### config.mk
export PLATFORM = sky130hd
export DESIGN_NAME = gb_host_seq
export DESIGN_NICKNAME = d
export VERILOG_FILES = /design/src/rtl/gb_host_seq.sv
export SDC_FILE = /design/constraint.sdc
export NUM_CORES = 1
export LEC_CHECK = 0
export CORE_ASPECT_RATIO = 1.25
export CORE_MARGIN = 3
export CORE_UTILIZATION = 40
export DETAILED_ROUTE_END_ITERATION = 8
export SKIP_LAST_GASP = 1
export SYNTH_ARGS = -nofsm -noshare
export SYNTH_HDL_FRONTEND = slang
export SYNTH_SLANG_ARGS = --single-unit
### constraint.sdc
create_clock -name gb_clk -period 8.8 [get_ports gb_clk]
set_input_delay 1.76 -clock gb_clk [delete_from_list [all_inputs] [get_ports gb_clk]]
set_output_delay 1.76 -clock gb_clk [all_outputs]
set_load 0.02 [all_outputs]
### src/rtl/gb_host_seq.sv
// Ghostbus host sequencer: queues WRITE/READ/CHECK/POLL commands and runs them
// one at a time on the ghostbus, reporting one response per command.
`timescale 1ns/1ps
module gb_host_seq #(
  parameter int AW     = 24,
  parameter int DW     = 32,
  parameter int RD_LAT = 2,
  parameter int TOW    = 12,
  parameter int DEPTH  = 4
) (
  input  logic          gb_clk,
  input  logic          gb_rst_n,
  input  logic          cmd_valid,
  output logic          cmd_ready,
  input  logic [1:0]    cmd_op,
  input  logic [AW-1:0] cmd_addr,
  input  logic [DW-1:0] cmd_data,
  input  logic [DW-1:0] cmd_mask,
  output logic [AW-1:0] gb_addr,
  output logic [DW-1:0] gb_wdata,
  output logic          gb_wen,
  output logic          gb_rstb,
  input  logic [DW-1:0] gb_rdata,
  output logic          rsp_valid,
  output logic [DW-1:0] rsp_data,
  output logic          rsp_err,
  output logic          rsp_to,
  output logic          busy,
  output logic [15:0]   err_count
);
  localparam int PW = $clog2(DEPTH);
  localparam logic [1:0] OP_WR = 2'd0, OP_RD = 2'd1, OP_CK = 2'd2, OP_PL = 2'd3;
  localparam logic [2:0] WAIT_INIT = (RD_LAT > 1) ? 3'(RD_LAT - 2) : 3'd0;

  typedef struct packed {
    logic [1:0]    op;
    logic [AW-1:0] addr;
    logic [DW-1:0] data;
    logic [DW-1:0] mask;
  } cmd_t;

  typedef enum logic [2:0] {S_IDLE, S_WSTB, S_RSTB, S_RWAIT, S_EVAL, S_DONE} state_t;

  cmd_t          r_mem [DEPTH];
  logic [PW:0]   r_wp, r_rp;
  state_t        r_state;
  logic [1:0]    r_op;
  logic [DW-1:0] r_data, r_mask, r_rdata;
  logic          r_err, r_to;
  logic [2:0]    r_wait;
  logic [TOW-1:0] r_tocnt;

  logic w_empty, w_full, w_push, w_match;
  cmd_t w_head, w_cmd_in;

  // Extra pointer MSB distinguishes full from empty when the indices coincide.
  assign w_empty  = (r_wp == r_rp);
  assign w_full   = (r_wp[PW] != r_rp[PW]) && (r_wp[PW-1:0] == r_rp[PW-1:0]);
  assign w_push   = cmd_valid && !w_full;
  assign w_head   = r_mem[r_rp[PW-1:0]];
  assign w_cmd_in = '{op: cmd_op, addr: cmd_addr, data: cmd_data, mask: cmd_mask};
  assign w_match  = ((gb_rdata ^ r_data) & r_mask) == '0;
  assign cmd_ready = !w_full;
  assign busy      = !w_empty || (r_state != S_IDLE);

  always_ff @(posedge gb_clk) begin
    if (w_push) r_mem[r_wp[PW-1:0]] <= w_cmd_in;
  end

  always_ff @(posedge gb_clk or negedge gb_rst_n) begin
    if (!gb_rst_n) begin
      r_wp      <= '0;
      r_rp      <= '0;
      r_state   <= S_IDLE;
      r_op      <= OP_WR;
      r_data    <= '0;
      r_mask    <= '0;
      r_rdata   <= '0;
      r_err     <= 1'b0;
      r_to      <= 1'b0;
      r_wait    <= '0;
      r_tocnt   <= '0;
      gb_addr   <= '0;
      gb_wdata  <= '0;
      gb_wen    <= 1'b0;
      gb_rstb   <= 1'b0;
      rsp_valid <= 1'b0;
      rsp_data  <= '0;
      rsp_err   <= 1'b0;
      rsp_to    <= 1'b0;
      err_count <= '0;
    end else begin
      gb_wen    <= 1'b0;
      gb_rstb   <= 1'b0;
      rsp_valid <= 1'b0;
      if (w_push) r_wp <= r_wp + 1'b1;
      if (r_tocnt != '0) r_tocnt <= r_tocnt - TOW'(1);
      case (r_state)
        S_IDLE: if (!w_empty) begin
          r_rp     <= r_rp + 1'b1;
          r_op     <= w_head.op;
          r_data   <= w_head.data;
          r_mask   <= w_head.mask;
          gb_addr  <= w_head.addr;
          gb_wdata <= w_head.data;
          r_rdata  <= '0;
          r_err    <= 1'b0;
          r_to     <= 1'b0;
          if (w_head.op == OP_PL) r_tocnt <= '1;
          r_state  <= (w_head.op == OP_WR) ? S_WSTB : S_RSTB;
        end
        S_WSTB: begin
          gb_wen  <= 1'b1;
          r_state <= S_DONE;
        end
        S_RSTB: begin
          gb_rstb <= 1'b1;
          r_wait  <= WAIT_INIT;
          r_state <= (RD_LAT == 1) ? S_EVAL : S_RWAIT;
        end
        S_RWAIT: begin
          if (r_wait == '0) r_state <= S_EVAL;
          else              r_wait  <= r_wait - 3'd1;
        end
        S_EVAL: begin
          r_rdata <= gb_rdata;
          r_state <= S_DONE;
          case (r_op)
            OP_CK: r_err <= !w_match;
            OP_PL: begin
              // A match wins over an expired timeout in the same evaluation.
              if (!w_match) begin
                if (r_tocnt == '0) begin
                  r_err <= 1'b1;
                  r_to  <= 1'b1;
                end else begin
                  r_state <= S_RSTB;
                end
              end
            end
            default: r_err <= 1'b0;
          endcase
        end
        S_DONE: begin
          rsp_valid <= 1'b1;
          rsp_data  <= r_rdata;
          rsp_err   <= r_err;
          rsp_to    <= r_to;
          if (r_err && (err_count != 16'hFFFF)) err_count <= err_count + 16'd1;
          r_state   <= S_IDLE;
        end
        default: r_state <= S_IDLE;
      endcase
    end
  end
endmodule

==> summary.txt, run 1 <==
Outcome
  – Outcome: finished, final reports clean

Routing
  – Post-route ant nets: 0
  – DR iter-0 viols: 773
  – DR vias: 11517
  – Routed WL: 52700 microns
  – Residual DRC count: 0
  – First-pass iteration count of the detailed router: 4
  – Avg WL per Cell: 24.0 microns
  – Vias per cell: 5.25

Floorplan
  – Die height: 265 microns
  – Cell Rows: 94
  – Core ar.: 52900 sq um
  – Boundary pin count: 236
  – Die footprint: 56600 sq um
  – Die Span X: 213 microns
  – Starting Density: 40.6%

Clock network
  – Post-CTS Hold Fix Bufs: 0
  – Clk sinks: 561
  – Skew-Pair Late Insertion Delay: 610 ps
  – Clock H-tree levels: 2
  – Setup repair bufs after CTS: 0
  – Reg clk slew, reported paths: 60 ps
  – CTS root buffer: clkbuf_16
  – Cts bufs inserted: 55
  – Max Buffers Root-to-Sink: 3
  – Resized Gates After CTS: 0
  – CTS tree: done

Synth
  – Avg Cell Area, Syn: 17.7 sq um
  – Async set-reset flop share out of synthesis: 35.8%
  – Flops & latches, synth: 561
  – Synthesized instance count: 1216
  – Seq/Total Area, Yosys: 73.7%
  – Top_reg_cell synth: edfxtp_1
  – Synth Cell Area: 21500 sq um
  – Syn. warnings: 0
  – Syn Nets: 1350
  – Cell variety after synth: 50
  – Post-synth EDFFs: 360

Global routing
  – Initial antenna violation count: 15
  – Remaining Overflow, GRT: 0
  – Number of global-route vias before repair: 11995
  – GRT Util Overall: 18.7%
  – First-pass GRT wire length: 78000 microns
  – Largest net degree at the start of global routing: 86

Final layout
  – Area delta synth->final: 22.9%
  – Nets: 1604
  – Final Cell Area: 26400 sq um
  – Layout cells sized above 1: 19.2%

Worst setup path
  – Reg2Reg Capture Point: r_data[27]
  – Crit path max fanout: 25
  – WS Path Type: flop to output port
  – Crit path capture type: output port
  – Reg2Reg Depth: 6
  – CP arrival: 2570 ps
  – Startpoint types: flop
  – FF-to-FF setup slack: 5410 ps
  – Crit Reg-Reg Startpoint: r_rp[1]
  – Required time of the critical path: 7040 ps

Timing
  – Least-Margin Pin Slew: 1110 ps
  – Unrepaired setup endpoints after global routing: false
  – Period minus WS final: 4330 ps
  – Max Transition Viols Final: 0
  – Final period util: 49.2%
  – Total negative slack: 0 ps
  – Slew headroom: 25.7%
  – Hold Vio Cnt, Final: 0
  – Final setup vio count: 0
  – Max Clk Rate: 0.231 GHz
  – Max Clock Skew: 24.0 ps

Power and ir drop
  – VDD IR max: 239 uV
  – Leakage: 9.62 nW
  – PD cells: 356 nW/um^2

Hold path
  – Hold EP: rsp_data[15]
  – Hold path start: r_rdata[15]
  – Worst hold stages: 2
  – Worst hold path type: flop to flop

Place
  – Dpl cell area: 24600 sq um
  – Count of input and output buffers: 235
  – GP Congestion: 0.777
  – Hpwl dp: 34000 microns

Run
  – Max-cap check violation count: 0
[worst max path at each step]
stage | cells past startpoint | end | slack [ps] | startpoint
global route | 4 | busy | 4350 | r_rp[1]
global placement | 3 | r_mem[3][46] | 4510 | cmd_valid
CTS | 4 | busy | 4410 | r_rp[1]
finish | 4 | busy | 4470 | r_rp[1]
floorplan | 1 | r_mem[3][0] | 4410 | cmd_valid
detailed placement | 3 | r_mem[3][45] | 4490 | cmd_valid
[metrics by stage]
step           worst slack, ps  util [%]  cells  hold WS (ps)  power, W
4_1_cts                   4410      49.9   2189           466   0.00956
3_3_place_gp              4510      46.5   2085           446   0.00714
5_1_grt                   4350      49.9   2190           476   0.00990
6_report                  4470      49.9   2195           464   0.00941
3_5_place_dp              4490      46.5   2085           452   0.00719
2_1_floorplan             4410         -   1216           439   0.00597
[state kept, by name (all words and copies together) (netlist names), 12 cells and up]
register   cells
r_mem        360
err_count     16
r_mask        32
r_data        32
r_tocnt       12
r_rdata       32
gb_addr       24
rsp_data      32
[kinds of logic after synthesis]
family / after synthesis / share of synthesized area [%]
AOI/OAI and AO/OA: 75 / 2.11
muxes: 182 / 14.2
xor gates and xnor gates: 59 / 2.40
and+or+nand+nor: 266 / 5.69
DFF: 561 / 73.7
buffers and inverters: 64 / 1.35
adders and majority gates: 9 / 0.524
[layout by cell type, fill, tap and decap left out, types with 13 or more instances in the layout]
master,netlist,routed
edfxtp_1,360,360
clkdlybuf4s50_1,0,234
dfrtp_1,201,199
nand2_1,188,188
mux4_2,90,90
mux2_2,83,83
clkbuf_16,0,57
xor2_1,42,42
o21ai_0,38,38
xnor2_1,17,17
a22oi_1,16,16
nor2_1,14,14
buf_4,6,14
clkbuf_1,23,13
[Yosys cell counts (3+ instances only)]
master | instances | share of area [%]
a21oi_1 | 7 | 0.16
a22oi_1 | 16 | 0.56
and2_1 | 4 | 0.12
and3_1 | 6 | 0.17
buf_2 | 22 | 0.51
buf_4 | 6 | 0.21
clkbuf_1 | 23 | 0.40
dfrtp_1 | 201 | 23
edfxtp_1 | 360 | 50
ha_1 | 9 | 0.52
inv_1 | 11 | 0.19
mux2_1 | 9 | 0.47
mux2_2 | 83 | 4.3
mux4_2 | 90 | 9.4
nand2_1 | 188 | 3.3
nand2b_1 | 4 | 0.12
nand3_1 | 12 | 0.28
nand3b_1 | 3 | 0.10
nand4_1 | 10 | 0.29
nor2_1 | 14 | 0.24
nor3_1 | 5 | 0.12
o21ai_0 | 38 | 0.88
o21ai_1 | 4 | 0.093
xnor2_1 | 17 | 0.69
xor2_1 | 42 | 1.7
[routing by layer]
metal | wire length [microns] | global-route usage (%) | part of all wire [%]
met3 | 3270 | 4.31 | 6.2
met4 | 971 | 4.43 | 1.8
met2 | 26400 | 31.5 | 50
met1 | 22000 | 24.8 | 42
met5 | 72 | 0 | 0.14
[where the power goes]
part / switching (W) / internal, W / total, W
sequential: 0.000481 / 0.00363 / 0.00411
clock: 0.000981 / 0.00136 / 0.00234
combinational: 0.00155 / 0.00141 / 0.00296
total: 0.00302 / 0.00640 / 0.00941
[worst max-delay path, cell delays in order (launching register included)]
cell and delay [ps]:
dfrtp_4 640, xor2_1 250, nor3_2 310, nand3b_1 180, clkdlybuf4s50_1 600
[area by class of cell]
cell class	instances	area [sq um]
multi-input cells	591	5400
flip-flops and latches	561	15800
repair buffers	249	2460
diodes	6	15.0
well taps	672	841
clock inverters	27	241
fillers	4490	26500
inverters	12	45.0
clock buffers	77	1570
(Power assumes the default switching activity.)
==> run 2: changes to the inputs <==
clock period = 4.5 ns   (was 8.8 ns; I/O delays follow)
==> run 2 against run 1 <==
  * Non-clock buffer count rose by 8
  * Hold slack got worse by 140 ps
  * Final cell count rose by 0.27%
  * Clock skew fell by 5.7 ps
  * Power rose by 100%
  * Largest cell class unchanged
==> summary.txt, run 2 (synthesized netlist as in run 1, its figures left out) <==
Routing
  – Residual DRC count: 0 (unchanged)
  – DR iter-0 viols: 693 (-10%)
  – Routed WL: 52400 microns (-0.52%)
  – First-pass iteration count of the detailed router: 5 (+1)
  – DR vias: 11467 (-0.43%)
  – Post-route ant nets: 0 (unchanged)
  – Vias per cell: 5.21 (-0.71%)
  – Avg WL per Cell: 23.8 microns (-0.79%)

Clock network
  – Clock H-tree levels: 2 (unchanged)
  – Resized Gates After CTS: 0 (unchanged)
  – Reg clk slew, reported paths: 60 ps (about the same)
  – Skew-Pair Late Insertion Delay: 610 ps (about the same)
  – Cts bufs inserted: 56 (+1.8%)
  – CTS tree: done
  – Max Buffers Root-to-Sink: 3 (unchanged)
  – Post-CTS Hold Fix Bufs: 0 (unchanged)
  – Setup repair bufs after CTS: 0 (unchanged)
  – CTS root buffer: clkbuf_16
  – Clk sinks: 561 (unchanged)

Floorplan
  – Die Span X: 213 microns (unchanged)
  – Starting Density: 40.6% (unchanged)
  – Die height: 265 microns (unchanged)
  – Die footprint: 56600 sq um (unchanged)
  – Boundary pin count: 236 (unchanged)
  – Core ar.: 52900 sq um (unchanged)
  – Cell Rows: 94 (unchanged)

Worst setup path
  – Crit path max fanout: 29 (+16%)
  – Required time of the critical path: 3600 ps (-3440 ps)
  – Startpoint types: flop
  – WS Path Type: flop to output port
  – CP arrival: 2650 ps (+80 ps)
  – Crit path capture type: output port

Power and ir drop
  – VDD IR max: 412 uV (+72%)
  – Leakage: 9.75 nW (+1.4%)
  – PD cells: 705 nW/um^2 (+98%)

Final layout
  – Fillers: 4428 (-1.4%)
  – Area delta synth->final: 24.1%
  – Commonest non-fill, non-tap cell in the layout: edfxtp_1
  – Layout cells sized above 1: 20.1% (+0.95 points)
  – Final Cell Area: 26700 sq um (+0.97%)
  – Most frequent cells in the layout: 360 x edfxtp_1, 234 x clkdlybuf4s50_1, 199 x dfrtp_1, 188 x nand2_1, 90 x mux4_2
  – Nets: 1613 (+0.56%)
  – Largest register FFs: 360 (unchanged)
  – Final core occ: 50.4% (+0.48 points)

Place
  – Count of input and output buffers: 235 (unchanged)
  – Hpwl dp: 34400 microns (+1.2%)
  – GP Congestion: 0.761 (-2.1%)
  – Post-Place Worst Slack: 1360 ps (-3130 ps)
  – Dpl cell area: 24700 sq um (+0.55%)

Timing
  – Max Transition Viols Final: 0 (unchanged)
  – Final hold slack: 328 ps (-137 ps)
  – Least-Margin Pin Slew: 908 ps (-206 ps)
  – Slew headroom: 39.4% (+14 points)
  – Total negative slack: 0 ps (unchanged)
  – Unrepaired setup endpoints after global routing: false
  – Max Clock Skew: 18.2 ps (-5.74 ps)
  – Max Clk Rate: 0.281 GHz
  – Worst Slack Setup Final: 947 ps (-3520 ps)
  – Hold Vio Cnt, Final: 0 (unchanged)
  – Final period util: 78.9%
  – Final setup vio count: 0 (unchanged)
  – Period minus WS final: 3550 ps

Outcome
  – Outcome: finished, final reports clean

Run
  – Max-cap check violation count: 0 (unchanged)

Global routing
  – GRT Util Overall: 18.9% (+0.18 points)
  – Largest net degree at the start of global routing: 101 (+17%)
  – Remaining Overflow, GRT: 0 (unchanged)
  – Number of global-route vias before repair: 12075 (+0.67%)
  – Initial antenna violation count: 17 (+2)
  – First-pass GRT wire length: 79000 microns (+1.3%)

Hold path
  – Worst hold path type: input port to async pin
[run 2: changes by cell type in the layout (fill, tap and decap cells not counted), sizes merged]
cell	before	now
clkinv	22	25
bufinv	4	10
diode	6	4
clkbuf	77	67
inv	12	13
buf	15	23
[run 2: critical path, cell delays in order, from the launching register on]
cell and delay (ps):
dfrtp_4 820, xor2_1 190, nor3_2 270, nand3b_1 170
clkdlybuf4s50_1 590
[run 2: final cells by class]
type                    count  area (sq um)  area share [%]
diodes                      4          10.0          0.0375
clock buffers              67          1480            5.56
clock inverters            37           455            1.71
inverters                  12          45.0           0.169
multi-input cells         591          5400            20.2
flip-flops and latches    561         15800            59.4
well taps                 672           841            3.15
repair buffers            257          2600            9.74
[run 2: per-layer routing]
metal	track usage, %	share of wire (%)	routed length (microns)
met1	24.4	40	21000
met2	32.1	51	26800
met3	5.00	6.9	3630
met4	4.18	1.7	909
met5	0	0.16	84
[run 2: metrics by stage]
step	std cells	power, W
2_1_floorplan	1216	0.0117
3_3_place_gp	2093	0.0141
3_5_place_dp	2093	0.0142
4_1_cts	2197	0.0191
5_1_grt	2197	0.0198
6_report	2201	0.0188
[run 2: worst paths after layout]
check                           startpoint           end  slack [ps]  cells past startpoint
max in group asynchronous         gb_rst_n       r_wp[0]        3150                      2
worst min register to register  r_rdata[5]   rsp_data[5]         460                      2
worst max register to register     r_rp[0]  r_mem[0][13]        1680                      5
worst min-delay path              gb_rst_n    r_data[18]         330                      1
worst max-delay path               r_rp[0]          busy         950                      4
min in group gb_clk             r_rdata[5]   rsp_data[5]         460                      2
[run 2: report_power, final]
| group | total (W) | internal, W | switching [W] |
|---|---|---|---|
| logic | 0.00592 | 0.00283 | 0.00309 |
| clock network | 0.00489 | 0.00293 | 0.00196 |
| registers | 0.00800 | 0.00708 | 0.000917 |
| total | 0.0188 | 0.0128 | 0.00596 |
==> run 3: changes to the inputs <==
clock period = 2.85 ns   (was 4.5 ns; I/O delays follow)
==> run 3 against run 2 <==
  * Hold slack better by 120 ps
  * Global-route usage down 0.28 points
  * Sequential power up 56%
  * Combinational power up 62%
  * Final cell count up 0.27%
  * Critical path depth unchanged
  * Via count down 0.35%
  * Register-to-register slack worse by 1100 ps
  * Clock skew up 4.8 ps
  * First-iteration DRC count up 13%
  * Clock power up 52%
==> summary.txt, run 3 (synthesized netlist as in run 1, its figures left out) <==
Floorplan
  – Boundary pin count: 236 (unchanged)
  – Die footprint: 56600 sq um (unchanged)
  – Cell Rows: 94 (unchanged)
  – Starting Density: 40.6% (unchanged)
  – Die height: 265 microns (unchanged)
  – Die Span X: 213 microns (unchanged)
  – Core ar.: 52900 sq um (unchanged)

Place
  – GP Congestion: 0.771 (+1.4%)
  – Count of input and output buffers: 235 (unchanged)
  – Hpwl dp: 34000 microns (-1.4%)
  – Cell Count Post-Placement: 2096 (+0.14%)
  – Post-Place Worst Slack: 183 ps (-1170 ps)

Power and ir drop
  – Switching Fraction: 31.6% (-0.086 points)
  – Clock power share: 25.2% (-0.8 points)
  – PD cells: 1100 nW/um^2 (+56%)
  – Combinational share of power: 32.5% (+1.0 points)
  – Leakage: 9.77 nW (+0.23%)
  – VDD IR max: 728 uV (+77%)
  – P_sw: 0.00934 W (+57%)
  – Reg power frac: 42.3% (-0.2 points)
  – Internal: 0.0202 W (+57%)

Worst setup path
  – Critical path cell sequence: xor2_1 > nor2_1 > nand2_1 > dlygate4sd2_1
  – Origin of the worst setup path: r_rp[0]
  – Required time of the critical path: 2280 ps (-1320 ps)
  – Startpoint types: flop
  – WS Path Type: flop to output port
  – Crit path max fanout: 6 (-79%)
  – Crit path capture type: output port
  – Max incr delay on CP: 490 ps (-330 ps)
  – Crit Reg-Reg Startpoint: r_rp[0]
  – Worst path slowest cell: dfrtp_4
  – CP arrival: 1970 ps (-680 ps)

Clock network
  – Clk sinks: 561 (unchanged)
  – Max Buffers Root-to-Sink: 3 (unchanged)
  – CTS root buffer: clkbuf_16
  – Clock H-tree levels: 2 (unchanged)
  – Skew-Pair Late Insertion Delay: 610 ps (about the same)
  – Reg clk slew, reported paths: 60 ps (about the same)
  – Cts bufs inserted: 57 (+1.8%)
  – CTS tree: done

Hold path
  – Hold path start: r_rdata[26]
  – Worst hold path type: flop to flop

Final layout
  – Layout cells sized above 1: 19.7% (-0.47 points)
  – Area delta synth->final: 24.6%
  – Commonest non-fill, non-tap cell in the layout: edfxtp_1
  – Most frequent cells in the layout: 360 x edfxtp_1, 232 x clkdlybuf4s50_1, 199 x dfrtp_1, 188 x nand2_1, 90 x mux4_2
  – Finished Layout Cells: 2207 (+0.27%)
  – Largest register FFs: 360 (unchanged)
  – Nets: 1619 (+0.37%)

Global routing
  – Number of global-route vias before repair: 12172 (+0.80%)
  – Largest net degree at the start of global routing: 70 (-31%)
  – Initial antenna violation count: 14 (-3)
  – First-pass GRT wire length: 77900 microns (-1.4%)
  – Remaining Overflow, GRT: 0 (unchanged)
  – GRT Util Overall: 18.6% (-0.28 points)

Timing
  – Final setup vio count: 0 (unchanged)
  – Period minus WS final: 2540 ps
  – Max Transition Viols Final: 0 (unchanged)
  – Unrepaired setup endpoints after global routing: false
  – Slew headroom: 34.9% (-4.5 points)
  – Max Clk Rate: 0.393 GHz
  – Total negative slack: 0 ps (unchanged)
  – Final period util: 89.3%
  – Max Clock Skew: 23.0 ps (+4.82 ps)
  – Final hold slack: 450 ps (+122 ps)
  – Least-Margin Pin Slew: 976 ps (+67.6 ps)
  – Worst Slack Setup Final: 305 ps (-642 ps)
  – Hold Vio Cnt, Final: 0 (unchanged)

Routing
  – Avg WL per Cell: 23.5 microns (-1.4%)
  – First-pass iteration count of the detailed router: 4 (-1)
  – DR iter-0 viols: 786 (+13%)
  – Vias per cell: 5.18 (-0.62%)
  – Routed WL: 51800 microns (-1.1%)
  – DR vias: 11427 (-0.35%)
  – Residual DRC count: 0 (unchanged)
  – Post-route ant nets: 0 (unchanged)

Run
  – Max-cap check violation count: 0 (unchanged)

Outcome
  – Outcome: finished, final reports clean
run 3: cell count changes in the layout (fill, tap and decap cells not counted), sizes merged, moves of 2 or more:
cell	delta
buf	+4
clkbuf	+17
bufinv	-5
clkinv	-9
clkdlybuf4s50	-2
run 3: final timing paths:
check,endpoint,slack (ps),cells after the start
worst min register to register,rsp_data[26],450,2
worst max-delay path,cmd_ready,310,4
min in group asynchronous,r_data[28],500,2
worst min-delay path,rsp_data[26],450,2
worst max register to register,r_data[17],560,4
max in group asynchronous,r_tocnt[4],1460,4
run 3: power groups by stage:
stage | registers [W] | logic, W | clock network [W]
2_1_floorplan | 0.0128 | 0.00551 | 0
3_3_place_gp | 0.0126 | 0.00974 | 0
3_5_place_dp | 0.0127 | 0.00983 | 0
4_1_cts | 0.0125 | 0.00987 | 0.00767
5_1_grt | 0.0127 | 0.0104 | 0.00799
6_report | 0.0125 | 0.00960 | 0.00745
run 3: layout make-up:
type / instances / area [sq um]
antenna: 4 / 10.0
clock buffer: 84 / 1640
clock inverter: 21 / 236
fill: 4403 / 26100
inverter: 12 / 45.0
multi-input combinational: 591 / 5400
sequential: 561 / 15800
tap: 672 / 841
timing repair buffer: 262 / 2780
run 3: metrics by stage:
stage / util [%] / power, W / area, sq um
CTS: 50.6 / 0.0301 / 26800
detailed placement: 47.0 / 0.0225 / 24900
global placement: 47.0 / 0.0224 / 24900
global route: 50.6 / 0.0312 / 26800
finish: 50.6 / 0.0295 / 26800
floorplan: - / 0.0184 / 21500
run 3: critical path, delay by kind of cell (launching register included):
kind	cells	cell delay, ps
xor gates and xnor gates	1	240
and+or+nand+nor	2	230
DFF	1	490
buffers and inverters	1	410
run 3: repair_timing:
item	4_1_cts	5_1_grt
pin swaps	1	0
endpoints found under the setup margin	2	1
hold buffers	1	0
setup buffers	1	0
resized for setup	1	1
endpoints found under the hold margin	49	0
run 3: metal layers:
metal | up-vias | GRT usage (%) | share of wire, % | wire length (microns)
met4 | 10 | 4.93 | 2.0 | 1030
met5 | - | 0 | 0.15 | 78
met2 | 301 | 31.2 | 50 | 25900
li1 | 5132 | - | - | -
met3 | 82 | 4.86 | 6.7 | 3480
met1 | 5902 | 24.2 | 41 | 21300
